==> src/rtl/branch_predictor_table.sv <==
// Entry storage for the predictor is implemented by module bp_table in
// bp_table.sv; no additional logic is defined here.

==> src/rtl/aww_types_pkg.sv <==
// Shared types and helpers for the branch predictor: entry layout, counter
// encodings and saturating counter arithmetic.
package aww_types_pkg;

  localparam int unsigned BP_ENTRIES = 16;
  localparam int unsigned BP_CTR_W   = 2;
  localparam int unsigned BP_IDX_W   = $clog2(BP_ENTRIES);
  localparam int unsigned BP_TAG_W   = 30 - BP_IDX_W;

  typedef struct packed {
    logic                valid;
    logic [BP_TAG_W-1:0] tag;
    logic [31:0]         target;
    logic [BP_CTR_W-1:0] ctr;
  } bp_entry_t;

  localparam logic [BP_CTR_W-1:0] BP_CTR_WEAK_T  = BP_CTR_W'(1) << (BP_CTR_W - 1);
  localparam logic [BP_CTR_W-1:0] BP_CTR_WEAK_NT = BP_CTR_WEAK_T - BP_CTR_W'(1);

  // Width-generic so callers with a non-default counter width can share them.
  function automatic logic [31:0] bp_sat_inc(input logic [31:0] ctr, input int unsigned width);
    logic [31:0] max_v;
    max_v = (width >= 32) ? '1 : ((32'd1 << width) - 32'd1);
    return (ctr >= max_v) ? ctr : ctr + 32'd1;
  endfunction

  function automatic logic [31:0] bp_sat_dec(input logic [31:0] ctr, input int unsigned width);
    logic [31:0] unused_w;
    unused_w = 32'(width);
    return (ctr == 32'd0) ? ctr : ctr - 32'd1;
  endfunction

endpackage

==> src/rtl/bp_table.sv <==
// Direct-mapped predictor storage: two asynchronous read ports (fetch lookup
// and update-side hit check) and one synchronous write port.
module bp_table #(
  parameter int unsigned ENTRIES = 16,
  parameter int unsigned CTR_W   = 2,
  localparam int unsigned IDX_W  = $clog2(ENTRIES),
  localparam int unsigned TAG_W  = 30 - IDX_W
) (
  input  logic             CLK,
  input  logic             RST,
  input  logic             flush_all,
  input  logic             wr_en,
  input  logic [IDX_W-1:0] wr_idx,
  input  logic [TAG_W-1:0] wr_tag,
  input  logic [31:0]      wr_target,
  input  logic [CTR_W-1:0] wr_ctr,
  input  logic [IDX_W-1:0] lk_idx,
  output logic             lk_valid,
  output logic [TAG_W-1:0] lk_tag,
  output logic [31:0]      lk_target,
  output logic             lk_ctr_msb,
  input  logic [IDX_W-1:0] up_idx,
  output logic             up_valid,
  output logic [TAG_W-1:0] up_tag,
  output logic [31:0]      up_target,
  output logic [CTR_W-1:0] up_ctr
);

  localparam logic [CTR_W-1:0] WeakNt = (CTR_W'(1) << (CTR_W - 1)) - CTR_W'(1);

  logic             valid_q  [ENTRIES];
  logic [TAG_W-1:0] tag_q    [ENTRIES];
  logic [31:0]      target_q [ENTRIES];
  logic [CTR_W-1:0] ctr_q    [ENTRIES];

  // Flush only drops valid bits and wins over a concurrent write.
  always_ff @(posedge CLK or posedge RST) begin
    if (RST) begin
      for (int i = 0; i < ENTRIES; i++) begin
        valid_q[i]  <= 1'b0;
        tag_q[i]    <= '0;
        target_q[i] <= '0;
        ctr_q[i]    <= WeakNt;
      end
    end else if (flush_all) begin
      for (int i = 0; i < ENTRIES; i++) begin
        valid_q[i] <= 1'b0;
      end
    end else if (wr_en) begin
      valid_q[wr_idx]  <= 1'b1;
      tag_q[wr_idx]    <= wr_tag;
      target_q[wr_idx] <= wr_target;
      ctr_q[wr_idx]    <= wr_ctr;
    end
  end

  always_comb begin
    lk_valid   = valid_q[lk_idx];
    lk_tag     = tag_q[lk_idx];
    lk_target  = target_q[lk_idx];
    lk_ctr_msb = ctr_q[lk_idx][CTR_W-1];
    up_valid   = valid_q[up_idx];
    up_tag     = tag_q[up_idx];
    up_target  = target_q[up_idx];
    up_ctr     = ctr_q[up_idx];
  end

endmodule

==> src/rtl/branch_predictor.sv <==
// Direct-mapped BTB + saturating-counter predictor with registered mispredict.
// Optional BP_STATS_EN adds update / mispredict event counters.
module branch_predictor
  import aww_types_pkg::*;
#(
  parameter int unsigned ENTRIES = BP_ENTRIES,
  parameter int unsigned CTR_W   = BP_CTR_W
) (
  input  logic        CLK,
  input  logic        RST,
  input  logic [31:0] if_pc,
  output logic        pred_hit,
  output logic        pred_taken,
  output logic [31:0] pred_npc,
  input  logic        upd_valid,
  input  logic        pipe_wen,
  input  logic [31:0] upd_pc,
  input  logic        upd_taken,
  input  logic [31:0] upd_target,
  input  logic        upd_pred_taken,
  input  logic [31:0] upd_pred_npc,
  input  logic        flush_all,
  output logic        mispredict,
  output logic [31:0] correct_npc
`ifdef BP_STATS_EN
  ,
  output logic [31:0] stat_updates,
  output logic [31:0] stat_mispredicts
`endif
);

  localparam int unsigned IDX_W = $clog2(ENTRIES);
  localparam int unsigned TAG_W = 30 - IDX_W;
  localparam logic [CTR_W-1:0] WeakT = CTR_W'(1) << (CTR_W - 1);

  logic             lk_valid, lk_ctr_msb;
  logic [TAG_W-1:0] lk_tag;
  logic [31:0]      lk_target;
  logic             up_valid;
  logic [TAG_W-1:0] up_tag;
  logic [31:0]      up_target;
  logic [CTR_W-1:0] up_ctr;

  logic             upd_en, up_hit, wr_en;
  logic [31:0]      wr_target, resolved_npc;
  logic [CTR_W-1:0] wr_ctr;
  logic             miss_d;

  bp_table #(
    .ENTRIES (ENTRIES),
    .CTR_W   (CTR_W)
  ) u_table (
    .CLK        (CLK),
    .RST        (RST),
    .flush_all  (flush_all),
    .wr_en      (wr_en),
    .wr_idx     (upd_pc[IDX_W+1:2]),
    .wr_tag     (upd_pc[31:IDX_W+2]),
    .wr_target  (wr_target),
    .wr_ctr     (wr_ctr),
    .lk_idx     (if_pc[IDX_W+1:2]),
    .lk_valid   (lk_valid),
    .lk_tag     (lk_tag),
    .lk_target  (lk_target),
    .lk_ctr_msb (lk_ctr_msb),
    .up_idx     (upd_pc[IDX_W+1:2]),
    .up_valid   (up_valid),
    .up_tag     (up_tag),
    .up_target  (up_target),
    .up_ctr     (up_ctr)
  );

  always_comb begin
    pred_hit   = lk_valid && (lk_tag == if_pc[31:IDX_W+2]);
    pred_taken = pred_hit && lk_ctr_msb;
    pred_npc   = pred_taken ? lk_target : if_pc + 32'd4;
  end

  // A miss that resolves not-taken leaves the table untouched.
  always_comb begin
    upd_en       = upd_valid && pipe_wen;
    up_hit       = up_valid && (up_tag == upd_pc[31:IDX_W+2]);
    wr_en        = upd_en && (up_hit || upd_taken);
    resolved_npc = upd_taken ? upd_target : upd_pc + 32'd4;
    miss_d       = upd_valid && (resolved_npc != upd_pred_npc);
    wr_target    = upd_taken ? upd_target : up_target;
    if (!up_hit) begin
      wr_ctr = WeakT;
    end else if (upd_taken) begin
      wr_ctr = CTR_W'(bp_sat_inc(32'(up_ctr), CTR_W));
    end else begin
      wr_ctr = CTR_W'(bp_sat_dec(32'(up_ctr), CTR_W));
    end
  end

  always_ff @(posedge CLK or posedge RST) begin
    if (RST) begin
      mispredict  <= 1'b0;
      correct_npc <= '0;
    end else if (pipe_wen) begin
      mispredict  <= miss_d;
      correct_npc <= resolved_npc;
    end
  end

`ifdef BP_STATS_EN
  always_ff @(posedge CLK or posedge RST) begin
    if (RST) begin
      stat_updates     <= '0;
      stat_mispredicts <= '0;
    end else begin
      if (upd_en) stat_updates <= stat_updates + 32'd1;
      if (pipe_wen && miss_d) stat_mispredicts <= stat_mispredicts + 32'd1;
    end
  end
`endif

  // The carried prediction direction is implied by upd_pred_npc.
  logic unused_pred_taken;
  assign unused_pred_taken = upd_pred_taken;

endmodule

==> config.mk <==
export PLATFORM = sky130hd
export DESIGN_NAME = branch_predictor
export DESIGN_NICKNAME = d
export VERILOG_FILES = /design/src/rtl/branch_predictor_table.sv /design/src/rtl/aww_types_pkg.sv /design/src/rtl/bp_table.sv /design/src/rtl/branch_predictor.sv
export SDC_FILE = /design/constraint.sdc
export NUM_CORES = 2
export LEC_CHECK = 0
export CAP_MARGIN = 20
export CORE_UTILIZATION = 33
export DETAILED_ROUTE_END_ITERATION = 10
export GPL_ROUTABILITY_DRIVEN = 0
export GPL_TIMING_DRIVEN = 0
export SLEW_MARGIN = 15
export SYNTH_ARGS = -nofsm -noshare
export SYNTH_HDL_FRONTEND = slang
export SYNTH_HIERARCHICAL = 1
export SYNTH_SLANG_ARGS = --single-unit
==> constraint.sdc <==
create_clock -name CLK -period 88.5 [get_ports CLK]
set_input_delay 13.275 -clock CLK [delete_from_list [all_inputs] [get_ports CLK]]
set_output_delay 13.275 -clock CLK [all_outputs]
set_load 0.05 [all_outputs]
-- Yosys cells after proc, flatten, opt, wreduce, memory -nomap -nowiden
Index checks and enable logic that the tools add are counted.
- flip-flop bits (word level): 1009
- latch bits: 0
- memory bits (writable): 0
- bits in read-only memories: 0
- input bits: 135
- output and inout port bits: 67
- word-level logic and storage cells: 136
- memories: 0
- $add $sub $neg: 4
- $mul: 0
- divide/modulo/power cells: 0
- magnitude comparators: 4
- eq/ne operators: 3
- shifts and indexed selects: 0
- muxes and demuxes: 44
- bitwise operators: 4
- reductions and logical operators: 11
- operators with widths (kind ; number):
    $bwmux 512 ; 1
    $bwmux 416 ; 1
    $bmux 32 s4 ; 2
    $mux 32 ; 8
    $bmux 26 s4 ; 2
    $mux 26 ; 5
    $demux 32 s4 ; 1
    $demux 26 s4 ; 1
    $add 32x3->32 const B ; 2
    $eq 26x26->1 ; 2
    $bwmux 32 ; 1
    $mux 16 ; 2
    $ne 32x32->1 ; 1
    $mux 2 ; 9
    $bmux 2 s4 ; 2
    $or 16x16->16 ; 1
    $ge 5x5->1 const B ; 2
    $not 4->5 ; 2
    $bmux 1 s4 ; 2
    $demux 2 s4 ; 1
    $logic_and 1x1->1 ; 7
    $lt 5x1->1 const B ; 1
    $mux 1 ; 5
    $demux 1 s4 ; 1
    8 further kinds ; 8

-- Depth between registers and ports, before layout
- depth after elaboration: 10
- gate-level depth with buffers: 16

-- Hierarchy
The synthesis kept the hierarchy.
- modules (own cells, without submodules) (module ; instances ; cells each ; area each (um^2) ; seq. area each (um^2)):
    bp_table ; 1 ; 3167 ; 50348.3 ; 24443.4
    branch_predictor ; 1 ; 715 ; 5335.1 ; 825.8

-- Least setup slack after synthesis
Ideal clock, no wire load.
- path type: input-to-output
- from: input if_pc[2]
- to: output pred_npc[2]
- arrival: 18.380 ns
- required time: 75.225 ns
- path slack: 56.845 ns
- stages on the path: 14
- cells stage by stage: buf_2 -> buf_2 -> buf_2 -> mux4_2 -> a22oi_1 -> nand2_1 -> xnor2_1 -> nand4_1 -> or4_1 -> nor4_1 -> nand2_1 -> buf_2 -> buf_2 -> a21oi_1
- word-level cells in the longest chain between the ends: 8
- RTL lines (what ; line ; text):
    start, declared ; branch_predictor.sv:11 ; input logic [31:0] if_pc,
    $not 4->5 (not written as such) ; bp_table.sv:59 ; lk_tag = tag_q[lk_idx];
    $bmux 26 s4 ; bp_table.sv:59 ;
    $mux 26 (not written as such) (2 in series) ; bp_table.sv:59 ;
    net lk_tag[22] ; branch_predictor.sv:37 ; logic [TAG_W-1:0] lk_tag;
    $eq 26x26->1 ; branch_predictor.sv:74 ; pred_hit = lk_valid && (lk_tag == if_pc[31:IDX_W+2]);
    $logic_and 1x1->1 ; branch_predictor.sv:74 ;
    net pred_hit ; branch_predictor.sv:12 ; output logic pred_hit,
    $logic_and 1x1->1 ; branch_predictor.sv:75 ; pred_taken = pred_hit && lk_ctr_msb;
    $mux 32 ; branch_predictor.sv:76 ; pred_npc = pred_taken ? lk_target : if_pc + 32'd4;
    end, declared ; branch_predictor.sv:14 ; output logic [31:0] pred_npc,
The timed path passes the listed nets, and every way through them passes these cells. The select of a mux whose other input is x is not followed.

-- Worst setup path in the final report
- from: input if_pc[3]
- to: output pred_npc[2]
- word-level cells in the longest chain between the ends: 8
- RTL lines (what ; line):
    $not 4->5 (not written as such) ; bp_table.sv:59
    $bmux 26 s4 ; bp_table.sv:59
    $mux 26 (not written as such) (2 in series) ; bp_table.sv:59
    net lk_tag[3] ; branch_predictor.sv:37
    $eq 26x26->1 ; branch_predictor.sv:74
    $logic_and 1x1->1 ; branch_predictor.sv:74
    $logic_and 1x1->1 ; branch_predictor.sv:75
    $mux 32 ; branch_predictor.sv:76
The timed path passes the listed nets, and every way through them passes these cells. The select of a mux whose other input is x is not followed.

==> tab_implementation.tex <==
\begin{tabular}{lr}
\hline
Metric & Value \\
\hline
\multicolumn{2}{l}{\textbf{Setup path}} \\
\quad Register-to-register setup slack & 83.18 ns \\
\quad Launch instance of the worst register-to-register path & u\_table/tag\_q[361] \\
\quad Arrival time of the worst setup path & 20.04 ns \\
\quad Worst Path Required & 75.22 ns \\
\quad CP Launch Type & primary input \\
\quad First element of the critical path & if\_pc[3] \\
\quad Worst reg2reg path endpoint & u\_table/tag\_q[287] \\
\quad Capture point of the worst path & pred\_npc[2] \\
\quad Endpoint kind of the worst setup timing path & output pin \\
\quad R2r worst-path depth & 12 \\
\quad Crit Path Class & primary input to output pin \\
\quad Critical-path maximum fanout & 10 \\
\multicolumn{2}{l}{\textbf{Synth}} \\
\quad Dominant combinational cell family by area after synthesis & multiplexers \\
\quad Count of state elements after synthesis & 1009 \\
\quad Cell count after synthesis & 3882 \\
\quad Dominant synthesized flop cell & sky130\_fd\_sc\_hd\_\_dfrtp\_1 \\
\quad Compound-Gate Fraction of Synth Area & 5.130\% \\
\quad Synthesis Warnings & 6 \\
\quad Cell area after synthesis & 0.05568 mm\^{}2 \\
\quad Number of flops mapped to enable cells by yosys & 0 \\
\quad Share of synthesized area occupied by flip-flops and latches & 45.38\% \\
\quad Mux contribution to synthesized area & 39.85\% \\
\quad FFs w/ async S/R, synth & 100.0\% \\
\quad Post-Syn Nets & 4019 \\
\quad Simple-gate area share of the yosys netlist & 3.606\% \\
\quad Arithmetic-cell share of the synthesized area counting full adders, half adders and majority gates & 0.06292\% \\
\quad Number of unique standard cell types used by synthesis & 74 \\
\quad Average instance area after synthesis & 14.34 um\^{}2 \\
\quad Share of the synthesized netlist area taken by xor and xnor gates & 2.391\% \\
\multicolumn{2}{l}{\textbf{Cells and area}} \\
\quad Final cell count without fillers & 6497 \\
\quad Area Growth Syn to Fin & 15.71\% \\
\quad Nets@finish & 4345 \\
\quad Post-Route Utilization & 38.49\% \\
\quad Proportion of layout cells with a drive suffix above 1 & 43.86\% \\
\multicolumn{2}{l}{\textbf{Timing}} \\
\quad Setup repair after global routing missed its margin & no \\
\quad Final-layout worst hold slack & 0.4808 ns \\
\quad Transition time at the pin with the least slew margin & 1.137 ns \\
\quad Skew final & 0.03065 ns \\
\quad Shortest clock period the worst path allows after layout & 33.32 ns \\
\quad Worst path setup slack after routing & 55.18 ns \\
\quad Fin. max-slew vios & 0 \\
\quad Setup violation total in the final timing report & 0 \\
\quad Hold violation count in the final report & 0 \\
\quad Period utilization & 37.65\% \\
\quad Relative max-transition margin & 24.17\% \\
\quad Highest clock rate & 0.03001 GHz \\
\quad Summed negative setup slack over all endpoints & 0 ns \\
\multicolumn{2}{l}{\textbf{Drt}} \\
\quad Residual antenna-violating net count after detailed routing & 0 \\
\quad Count of unresolved DRC violations after routing & 0 \\
\quad Post-detailed-route via-to-cell ratio & 5.983 \\
\quad Wirelength per Cell & 32.18 um \\
\quad Total vias in the final route & 38.87k \\
\quad Number of iterations in the first detailed-routing pass & 8 \\
\quad Initial DRC Count & 4524 \\
\quad Total length of routed wires & 209.1 mm \\
\multicolumn{2}{l}{\textbf{Clock tree}} \\
\quad Post-cts hold buffer count & 0 \\
\quad TritonCTS clock tree & yes \\
\quad Clock transition at the registers of the reported paths & 0.05 ns \\
\quad Count of instances resized after the clock tree is built & 0 \\
\quad Clock buffer depth & 3 \\
\quad Total CTS buffers & 110 \\
\quad Insertion delay to the later sink of the worst-skew pair & 0.74 ns \\
\quad Sink Count & 1009 \\
\quad H-tree level count & 3 \\
\quad Clock Root Buffer & sky130\_fd\_sc\_hd\_\_clkbuf\_16 \\
\quad Post-CTS Setup Bufs & 0 \\
\multicolumn{2}{l}{\textbf{Worst hold path}} \\
\quad Cell depth of the worst hold path & 1 \\
\quad Worst hold-check path type & register to register \\
\quad Hold Path Origin & correct\_npc[21] \\
\multicolumn{2}{l}{\textbf{Die}} \\
\quad Die Height & 412.8 um \\
\quad Site Rows & 150 \\
\quad Area enclosed by the die boundary & 0.1704 mm\^{}2 \\
\quad I/O Pins & 202 \\
\quad Floorplan Core Area & 0.1674 mm\^{}2 \\
\quad Die outline width & 412.8 um \\
\quad Effective utilization at floorplan & 33.26\% \\
\multicolumn{2}{l}{\textbf{Global routing}} \\
\quad Number of global-route vias before repair & 39.12k \\
\quad Number of antenna violations at the first check in global routing & 13 \\
\quad First-pass GRT wire length & 295.8 mm \\
\quad Total grt overflow & 0 \\
\quad Maximum number of pins on one net before global-route repair & 113 \\
\quad Combined global-route utilization of all metal layers & 24.41\% \\
\multicolumn{2}{l}{\textbf{Placed design}} \\
\quad \# port buffers & 199 \\
\quad Dpl cells & 6299 \\
\quad Setup slack at placement & 55.28 ns \\
\quad Half-perimeter wire length after placement & 154.5 mm \\
\multicolumn{2}{l}{\textbf{Pwr}} \\
\quad Maximum vdd ir drop & 0.01478 mV \\
\quad Power density over the cells & 18.04 mW/mm\^{}2 \\
\quad Leakage Power & 0.02869 uW \\
\multicolumn{2}{l}{\textbf{Status}} \\
\quad Result of the run & finished, final reports clean \\
\multicolumn{2}{l}{\textbf{Run}} \\
\quad Number of violations of the max-capacitance limit & 0 \\
\hline
\end{tabular}
## metal layers
layer	vias to the layer above	track usage [%]	part of all wire, %
met5	-	0	0.049
met4	14	10.11	4.4
met3	429	8.442	11
met2	1997	36.15	44
met1	20859	32.47	40
li1	15574	-	-
## cells in the final DEF, fill, tap and decap left out, types with 7 or more instances in the layout
cell	count
sky130_fd_sc_hd__dfrtp_1	993
sky130_fd_sc_hd__mux2_2	972
sky130_fd_sc_hd__mux4_2	484
sky130_fd_sc_hd__a22oi_1	242
sky130_fd_sc_hd__clkdlybuf4s50_1	199
sky130_fd_sc_hd__clkbuf_1	182
sky130_fd_sc_hd__nand2_1	179
sky130_fd_sc_hd__buf_2	161
sky130_fd_sc_hd__clkbuf_16	111
sky130_fd_sc_hd__xnor2_1	83
sky130_fd_sc_hd__xor2_1	61
sky130_fd_sc_hd__o21ai_0	59
sky130_fd_sc_hd__nor2_1	58
sky130_fd_sc_hd__a21oi_1	47
sky130_fd_sc_hd__inv_1	45
sky130_fd_sc_hd__buf_4	41
sky130_fd_sc_hd__clkbuf_8	33
sky130_fd_sc_hd__nand4_1	28
sky130_fd_sc_hd__nand3_1	26
sky130_fd_sc_hd__mux2_1	26
sky130_fd_sc_hd__and3_1	18
sky130_fd_sc_hd__nor3_1	16
sky130_fd_sc_hd__dfstp_2	16
sky130_fd_sc_hd__nor4_1	14
sky130_fd_sc_hd__a21o_1	11
sky130_fd_sc_hd__and2_1	11
sky130_fd_sc_hd__clkinv_2	11
sky130_fd_sc_hd__buf_6	10
sky130_fd_sc_hd__and4_1	10
sky130_fd_sc_hd__nor2b_1	9
sky130_fd_sc_hd__buf_16	9
sky130_fd_sc_hd__nand2b_1	8
sky130_fd_sc_hd__buf_1	7
## kinds of logic (layout without fill, tap and decap cells)
kind of cell    Yosys count  count (layout)
mux                    1487            1487
compound gates          408             408
flops                  1009            1009
fa+ha+maj                 3               3
xor+xnor                147             147
buf+inv                 421             830
simple gates            407             407
other cells               0               2
## through the flow
stage | instance area (um^2) | total power (uW)
2_1_floorplan | 55680 | 626.9
3_3_place_gp | 60430 | 693.4
3_5_place_dp | 60770 | 698.0
4_1_cts | 64410 | 1168
5_1_grt | 64430 | 1199
6_report | 64430 | 1163
## cell type report
class | instances | area (um^2)
fillers | 15758 | 103000
multi-input cells | 2452 | 28420
inverters | 47 | 183.9
plain buffers | 374 | 1822
flip-flops and latches | 1009 | 25270
clock inverters | 24 | 309.0
diodes | 2 | 5.005
clock buffers | 171 | 3333
well taps | 2204 | 2758
repair buffers | 214 | 2327
## state kept, by name (all words and copies together) (netlist names)
| register | count |
|---|---|
| u_table/ctr_q | 32 |
| correct_npc | 32 |
| u_table/tag_q | 416 |
| mispredict | 1 |
| u_table/target_q | 512 |
| u_table/valid_q | 16 |
## synthesized netlist by cell type, types with 3 or more instances
cell type	count	area, um^2
sky130_fd_sc_hd__nor3_1	16	80.08
sky130_fd_sc_hd__mux2i_1	5	50.05
sky130_fd_sc_hd__nor4_1	14	87.58
sky130_fd_sc_hd__clkbuf_1	157	589.3
sky130_fd_sc_hd__a221oi_1	3	26.28
sky130_fd_sc_hd__a211oi_1	3	22.52
sky130_fd_sc_hd__nand2_1	179	671.9
sky130_fd_sc_hd__o21ai_0	59	295.3
sky130_fd_sc_hd__dfstp_2	16	420.4
sky130_fd_sc_hd__xnor2_1	83	727.0
sky130_fd_sc_hd__nor2_1	60	225.2
sky130_fd_sc_hd__buf_2	160	800.8
sky130_fd_sc_hd__or4_1	6	45.04
sky130_fd_sc_hd__o211ai_1	3	22.52
sky130_fd_sc_hd__mux2_1	26	292.8
sky130_fd_sc_hd__a31oi_1	5	31.28
sky130_fd_sc_hd__nand4_1	28	175.2
sky130_fd_sc_hd__nand2b_1	8	50.05
sky130_fd_sc_hd__o2111ai_1	6	52.55
sky130_fd_sc_hd__dfrtp_1	993	24850
sky130_fd_sc_hd__buf_1	8	30.03
sky130_fd_sc_hd__a21o_1	11	82.58
sky130_fd_sc_hd__a2111oi_0	5	43.79
sky130_fd_sc_hd__nand3_1	26	130.1
sky130_fd_sc_hd__xor2_1	61	534.3
sky130_fd_sc_hd__and4_1	10	87.58
sky130_fd_sc_hd__mux2_2	972	10950
sky130_fd_sc_hd__buf_4	41	307.8
sky130_fd_sc_hd__a21oi_1	47	235.2
sky130_fd_sc_hd__or3_1	6	37.54
sky130_fd_sc_hd__and2_1	11	68.82
sky130_fd_sc_hd__inv_1	47	176.4
sky130_fd_sc_hd__nor2b_1	9	56.30
sky130_fd_sc_hd__and3_1	18	112.6
sky130_fd_sc_hd__a22oi_1	242	1817
sky130_fd_sc_hd__buf_6	8	90.09
sky130_fd_sc_hd__mux4_2	484	10900
## report_power, final
group / leakage [uW] / switching (uW) / internal, uW
clock network: 0.00179 / 195 / 274
logic: 0.0132 / 102 / 77.5
registers: 0.0137 / 21.6 / 492
total: 0.0287 / 319 / 843
## worst min path at each step
stage / to / slack (ns)
after floorplan: u_table/valid_q[2] / 0.46
after global placement: correct_npc[21] / 0.47
after detailed placement: correct_npc[21] / 0.47
after CTS: correct_npc[21] / 0.48
after global routing: correct_npc[21] / 0.49
final: correct_npc[21] / 0.48
## worst max-delay path: stages
cell and delay (ns):
sky130_fd_sc_hd__clkdlybuf4s50_1 0.64, sky130_fd_sc_hd__buf_4 0.28, sky130_fd_sc_hd__buf_2 0.47, sky130_fd_sc_hd__clkbuf_1 0.77
sky130_fd_sc_hd__mux4_2 0.41, sky130_fd_sc_hd__a22oi_1 0.32, sky130_fd_sc_hd__nand2_1 0.42, sky130_fd_sc_hd__xnor2_1 0.28
sky130_fd_sc_hd__nand4_1 0.10, sky130_fd_sc_hd__or4_1 0.52, sky130_fd_sc_hd__nor4_1 0.76, sky130_fd_sc_hd__nand2_1 0.18
sky130_fd_sc_hd__buf_2 0.30, sky130_fd_sc_hd__buf_2 0.24, sky130_fd_sc_hd__a21oi_1 0.19, sky130_fd_sc_hd__clkdlybuf4s50_1 0.85
No activity file was read; power rests on OpenSTA's default activity.
